**src/rtl/io_map_pkg.sv**
```systemverilog
// io_map_pkg: shared address map and field positions for the data-side bus
// bridge and its timer.
//   IO_BASE       : base of the 256-byte memory-mapped IO window
//   OFF_*         : byte offsets of the IO registers inside that window
//   CTRL_*/STAT_* : bit positions inside TMR_CTRL / TMR_STAT
//   tmr_we_t      : decoded per-register write strobes handed to io_timer
package io_map_pkg;

  localparam logic [31:0] IO_BASE = 32'hFFFF_FF00;

  localparam logic [7:0] OFF_GPIO_OUT  = 8'h00;
  localparam logic [7:0] OFF_GPIO_IN   = 8'h04;
  localparam logic [7:0] OFF_TMR_CTRL  = 8'h08;
  localparam logic [7:0] OFF_TMR_LOAD  = 8'h0C;
  localparam logic [7:0] OFF_TMR_COUNT = 8'h10;
  localparam logic [7:0] OFF_TMR_STAT  = 8'h14;

  localparam int CTRL_EN  = 0;
  localparam int CTRL_IE  = 1;
  localparam int CTRL_AR  = 2;
  localparam int STAT_EXP = 0;

  typedef struct packed {
    logic ctrl;
    logic load;
    logic stat;
  } tmr_we_t;

endpackage

```
**src/rtl/io_timer.sv**
```systemverilog
// io_timer: 32-bit down-counting timer with sticky expiry flag.
//   clk, rst   : clock, async active-low reset
//   we, wdata  : decoded register write strobes and store data
//   ctrl       : {AR, IE, EN}
//   load/count : reload value and live counter
//   exp, irq   : sticky expiry flag and interrupt (EXP & IE, flop-driven)
module io_timer
  import io_map_pkg::*;
(
  input  logic        clk,
  input  logic        rst,
  input  tmr_we_t     we,
  input  logic [31:0] wdata,
  output logic [2:0]  ctrl,
  output logic [31:0] load,
  output logic [31:0] count,
  output logic        exp,
  output logic        irq
);

  always_ff @(posedge clk or negedge rst) begin
    if (!rst) begin
      ctrl  <= '0;
      load  <= '0;
      count <= '0;
      exp   <= 1'b0;
    end else begin
      if (we.ctrl) ctrl <= wdata[2:0];
      if (we.load) load <= wdata;
      if (we.stat && wdata[STAT_EXP]) exp <= 1'b0;

      // Later assignments below override the ones above: expiry sets EXP
      // even when a clear lands on the same edge, while a CTRL write keeps
      // priority over the one-shot auto-disable.
      if (we.load) begin
        count <= wdata;
      end else if (ctrl[CTRL_EN]) begin
        if (count != 32'd0) begin
          count <= count - 32'd1;
        end else begin
          exp <= 1'b1;
          if (ctrl[CTRL_AR]) count <= load;
          else if (!we.ctrl) ctrl[CTRL_EN] <= 1'b0;
        end
      end
    end
  end

  // Both terms are flops, so nothing from the core's bus reaches INT
  // combinationally.
  assign irq = exp & ctrl[CTRL_IE];

endmodule

```
**src/rtl/io_bus_bridge.sv**
```systemverilog
// io_bus_bridge: decodes core data-port accesses into data RAM or a small IO
// window (GPIO + timer). Reads are fully combinational so the core's MDR can
// sample them in the same cycle.
//   clk, rst                 : clock, async active-low reset
//   cpu_addr/wdata/we/rdata  : core data port
//   ram_addr/wdata/we/rdata  : data RAM (async read)
//   gpio_out, gpio_in        : GPIO register and raw external pins
//   irq                      : timer interrupt to core INT
module io_bus_bridge
  import io_map_pkg::*;
#(
  parameter int RAM_AW = 10,
  parameter int GPIO_W = 16
) (
  input  logic              clk,
  input  logic              rst,
  input  logic [31:0]       cpu_addr,
  input  logic [31:0]       cpu_wdata,
  input  logic              cpu_we,
  output logic [31:0]       cpu_rdata,
  output logic [RAM_AW-1:0] ram_addr,
  output logic [31:0]       ram_wdata,
  output logic              ram_we,
  input  logic [31:0]       ram_rdata,
  output logic [GPIO_W-1:0] gpio_out,
  input  logic [GPIO_W-1:0] gpio_in,
  output logic              irq
);

  logic              ram_hit, io_hit, io_we;
  logic [7:0]        io_off;
  logic [GPIO_W-1:0] sync1, sync2;
  tmr_we_t           tmr_we;
  logic [2:0]        tmr_ctrl;
  logic [31:0]       tmr_load, tmr_count;
  logic              tmr_exp;

  // Byte lanes are not supported; the low address bits are don't-care.
  logic unused_addr_lsb;
  assign unused_addr_lsb = ^cpu_addr[1:0];

  assign ram_hit = (cpu_addr[31:RAM_AW+2] == '0);
  assign io_hit  = (cpu_addr[31:8] == IO_BASE[31:8]);
  assign io_off  = {cpu_addr[7:2], 2'b00};
  assign io_we   = cpu_we & io_hit;

  assign ram_addr  = cpu_addr[RAM_AW+1:2];
  assign ram_wdata = cpu_wdata;
  assign ram_we    = cpu_we & ram_hit;

  assign tmr_we.ctrl = io_we && (io_off == OFF_TMR_CTRL);
  assign tmr_we.load = io_we && (io_off == OFF_TMR_LOAD);
  assign tmr_we.stat = io_we && (io_off == OFF_TMR_STAT);

  always_ff @(posedge clk or negedge rst) begin
    if (!rst) begin
      gpio_out <= '0;
      sync1    <= '0;
      sync2    <= '0;
    end else begin
      sync1 <= gpio_in;
      sync2 <= sync1;
      if (io_we && (io_off == OFF_GPIO_OUT)) gpio_out <= cpu_wdata[GPIO_W-1:0];
    end
  end

  io_timer u_timer (
    .clk   (clk),
    .rst   (rst),
    .we    (tmr_we),
    .wdata (cpu_wdata),
    .ctrl  (tmr_ctrl),
    .load  (tmr_load),
    .count (tmr_count),
    .exp   (tmr_exp),
    .irq   (irq)
  );

  always_comb begin
    cpu_rdata = '0;
    if (ram_hit) begin
      cpu_rdata = ram_rdata;
    end else if (io_hit) begin
      case (io_off)
        OFF_GPIO_OUT:  cpu_rdata = 32'(gpio_out);
        OFF_GPIO_IN:   cpu_rdata = 32'(sync2);
        OFF_TMR_CTRL:  cpu_rdata = 32'(tmr_ctrl);
        OFF_TMR_LOAD:  cpu_rdata = tmr_load;
        OFF_TMR_COUNT: cpu_rdata = tmr_count;
        OFF_TMR_STAT:  cpu_rdata = 32'(tmr_exp);
        default:       cpu_rdata = '0;
      endcase
    end
  end

endmodule
```
**config.mk**
```make
export PLATFORM = sky130hd
export DESIGN_NAME = io_bus_bridge
export DESIGN_NICKNAME = d
export VERILOG_FILES = /design/src/rtl/io_map_pkg.sv /design/src/rtl/io_timer.sv /design/src/rtl/io_bus_bridge.sv
export SDC_FILE = /design/constraint.sdc
export NUM_CORES = 1
export LEC_CHECK = 0
export ABC_CLOCK_PERIOD_IN_PS = 7450
export CORE_MARGIN = 4
export CORE_UTILIZATION = 31
export CTS_CLUSTER_SIZE = 24
export DETAILED_ROUTE_END_ITERATION = 8
export PLACE_DENSITY_LB_ADDON = 0.15
export SLEW_MARGIN = 15
export SYNTH_ARGS = -nofsm -noshare
export SYNTH_HDL_FRONTEND = slang
export SYNTH_SLANG_ARGS = --single-unit
```
**constraint.sdc**
```tcl
create_clock -name clk -period 7.45 [get_ports clk]
set_input_delay 1.49 -clock clk [delete_from_list [all_inputs] [get_ports clk]]
set_output_delay 1.49 -clock clk [all_outputs]
set_load 0.05 [all_outputs]
```
==> results_dict.tcl <==
set metrics [dict create \
    setup_viol 0 \
    crit_type "primary input to output pin" \
    total_power_mw 1.54 \
    netlist_top_cells_area "dfrtp_1 44%, nand2_1 8.7%, buf_4 4.9%, mux2_2 4.1%, o21ai_0 4.0%" \
    synth_area_per_cell_sq_um 8.85 \
    hold_class "flip-flop to flip-flop" \
    synth_compound_area_frac 0.186 \
    worstPathCellList "clkdlybuf4s50_1, or3_1, nor3_2, buf_4, and2_1, a221oi_1, o21ai_0, clkdlybuf4s50_1" \
    post_cts_resized 0 \
    worst-path-buf-inv 3 \
    slowest_delay_ns 0.85 \
    dieArea_sq_um 23400 \
    first_pass_iters 4 \
    drtAntennaViolNets 0 \
    io_buffers 204 \
    grt_pass1_vias 6069 \
    maxCapViolations 0 \
    fin_setup_tns_ns 0 \
    finalCriticalPeriod_ns 6.16 \
    yosysMostFrequentCell "nand2_1" \
    clk_pin_slew_worst_paths_ns 0.05 \
    fin_crit_sh 0.826 \
    relSlewSlack 0.351 \
    grt_overflow 0 \
    synth_top_cell_by_area "dfrtp_1" \
    cp-start-kind "primary input" \
    synth_top_family_by_area "simple AND/OR/NAND/NOR gates" \
    yosys-top-cells-count "152 x nand2_1, 116 x dfrtp_1, 53 x nor2_1, 52 x o21ai_0, 43 x buf_4" \
    die_x_um 153 \
    max_slew.worst_pin.slew_ns 0.974 \
    antenna_found_initial 0 \
    layout-drive-gt1-share 0.0897 \
    cts_tree "yes" \
    clock.fmax_ghz 0.162 \
    synth.distinct_cells 54 \
    required_ns 5.96 \
    clk_latency_ns 0.42 \
    irDropWorstVdd_mv 0.158 \
    post-place-ws_ns 1.33 \
    cts_root_buf "clkbuf_16" \
    cpMaxStageDelayCell "clkdlybuf4s50_1" \
    endpoint_kind "output pin" \
    synth_ff_type "dfrtp_1" \
    crit_path_frequent_cell "clkdlybuf4s50_1" \
    io_pins 207 \
    synthSimpleGateAreaFrac 0.214 \
    post_cts_buffers 0 \
    n_antenna_cell 0 \
    cellPowerDensity_nw_per_um2 171 \
    arrival_ns 4.67 \
    cp_top_family "buffers and inverters" \
    skew_ns 0.00738 \
    syn2layout_area_growth_pct 38.2 \
    dp.cells 1132 \
    synth_edf_count 0 \
    synth.area.mux_share 0.0447 \
    dpl_cell_area_sq_um 8480 \
    async_reset_ff_frac 1.00 \
    ys_seq_elements 116 \
    synthesis.area_sq_um 6520 \
    grt_max_degree 62 \
    fin_area_sq_um 9010 \
    syn_nets 854 \
    synth_top_area_frac 0.445 \
    num_vias 5971 \
    holdBufCountCts 0 \
    via_per_inst 5.14 \
    htree_levels 4 \
    outcome "complete, no violations" \
    wl_per_cell_um 18.0 \
    cts_buffers 17 \
    start_util 0.318 \
    rsz0062_at_grt "no" \
    coreArea_sq_um 20500 \
    cts.sinks 116 \
    fin_cells 1162 \
    drt-total-wl_um 20900 \
    hold_viol 0 \
    ys_seq_area_frac 0.445 \
    grt_pass1_wl_um 33500 \
    cp_max_fo 15 \
    fillers 2044 \
    drc 0 \
    fin_ws_ns 1.29 \
    p_leak_nw 3.57 \
    drt_iter0_markers 281 \
    synth_xor_area_frac 0.0188 \
    gp_congestion 0.820 \
    report.final.slew_viol_count 0 \
    synth-adder-area-share 0.00384 \
    fp-row-count 52 \
    cts.path.max_buffers 2 \
    synthCells 737 \
    yosysWarnings 0 \
    nets 998 \
    die_h_um 153 \
    grt_use_total 0.177 \
    hpwl_um 14400 \
]
logic make-up after synthesis:
family	count (synthesis)
fa+ha+maj	2
flops	116
xor+xnor	14
compound gates	178
simple gates	303
buf+inv	98
mux	26
area by class of cell:
type                       instances  area, sq um  share of cell area
multi-input combinational        523         3060               0.340
sequential                       116         2900               0.322
timing repair buffer             219         2160               0.240
clock buffer                      25          505              0.0561
tap                              270          338              0.0375
clock inverter                     5         25.0             0.00278
inverter                           4         15.0             0.00167
final timing paths:
kind	from	to	slack, ns	depth (start not counted)
setup reg to reg	u_timer.count[18]	u_timer.count[8]	3.91	7
setup / recovery	cpu_addr[5]	cpu_rdata[7]	1.29	8
min in group asynchronous	rst	u_timer.load[31]	1.14	1
hold reg to reg	sync1[9]	sync2[9]	0.34	0
max in group asynchronous	rst	u_timer.count[3]	5.09	2
hold / removal	sync1[9]	sync2[9]	0.34	0
power breakdown:
group	internal [mW]	switching [mW]
clock	0.461	0.275
combinational	0.0761	0.0851
sequential	0.640	0.00205
metrics by stage:
step / hold slack (ns) / util
floorplan: 0.331 / -
global placement: 0.331 / 0.414
detailed placement: 0.335 / 0.414
CTS: 0.345 / 0.440
global route: 0.351 / 0.440
finish: 0.344 / 0.440
cell usage in the layout (no fill, tap or decap), types with 14 or more instances in the layout:
| cell type | Yosys | final |
|---|---|---|
| nor4_1 | 16 | 16 |
| nand3_1 | 16 | 16 |
| buf_4 | 43 | 15 |
| clkbuf_16 | 0 | 17 |
| a211oi_1 | 14 | 14 |
| o21ai_0 | 52 | 52 |
| mux2_2 | 24 | 24 |
| dfrtp_1 | 116 | 116 |
| nor3_1 | 17 | 16 |
| a221oi_1 | 14 | 14 |
| nor2_1 | 53 | 52 |
| a22oi_1 | 34 | 34 |
| nand2_1 | 152 | 152 |
| clkdlybuf4s50_1 | 0 | 203 |
state kept, by name (all words and copies together), names as in the netlist:
signal / count
u_timer.ctrl: 3
gpio_out: 16
u_timer.exp: 1
sync1: 16
u_timer.load: 32
u_timer.count: 32
sync2: 16
routing by layer:
layer / vias up / wire [um] / GRT usage / part of all wire
li1: 2913 / - / - / -
met1: 2847 / 9670 / 0.239 / 0.46
met2: 193 / 9610 / 0.282 / 0.46
met3: 18 / 1410 / 0.0512 / 0.068
met4: 0 / 202 / 0.0429 / 0.0097
met5: - / 0 / 0 / 0
Note: power is estimated with default switching activity, not from simulation.
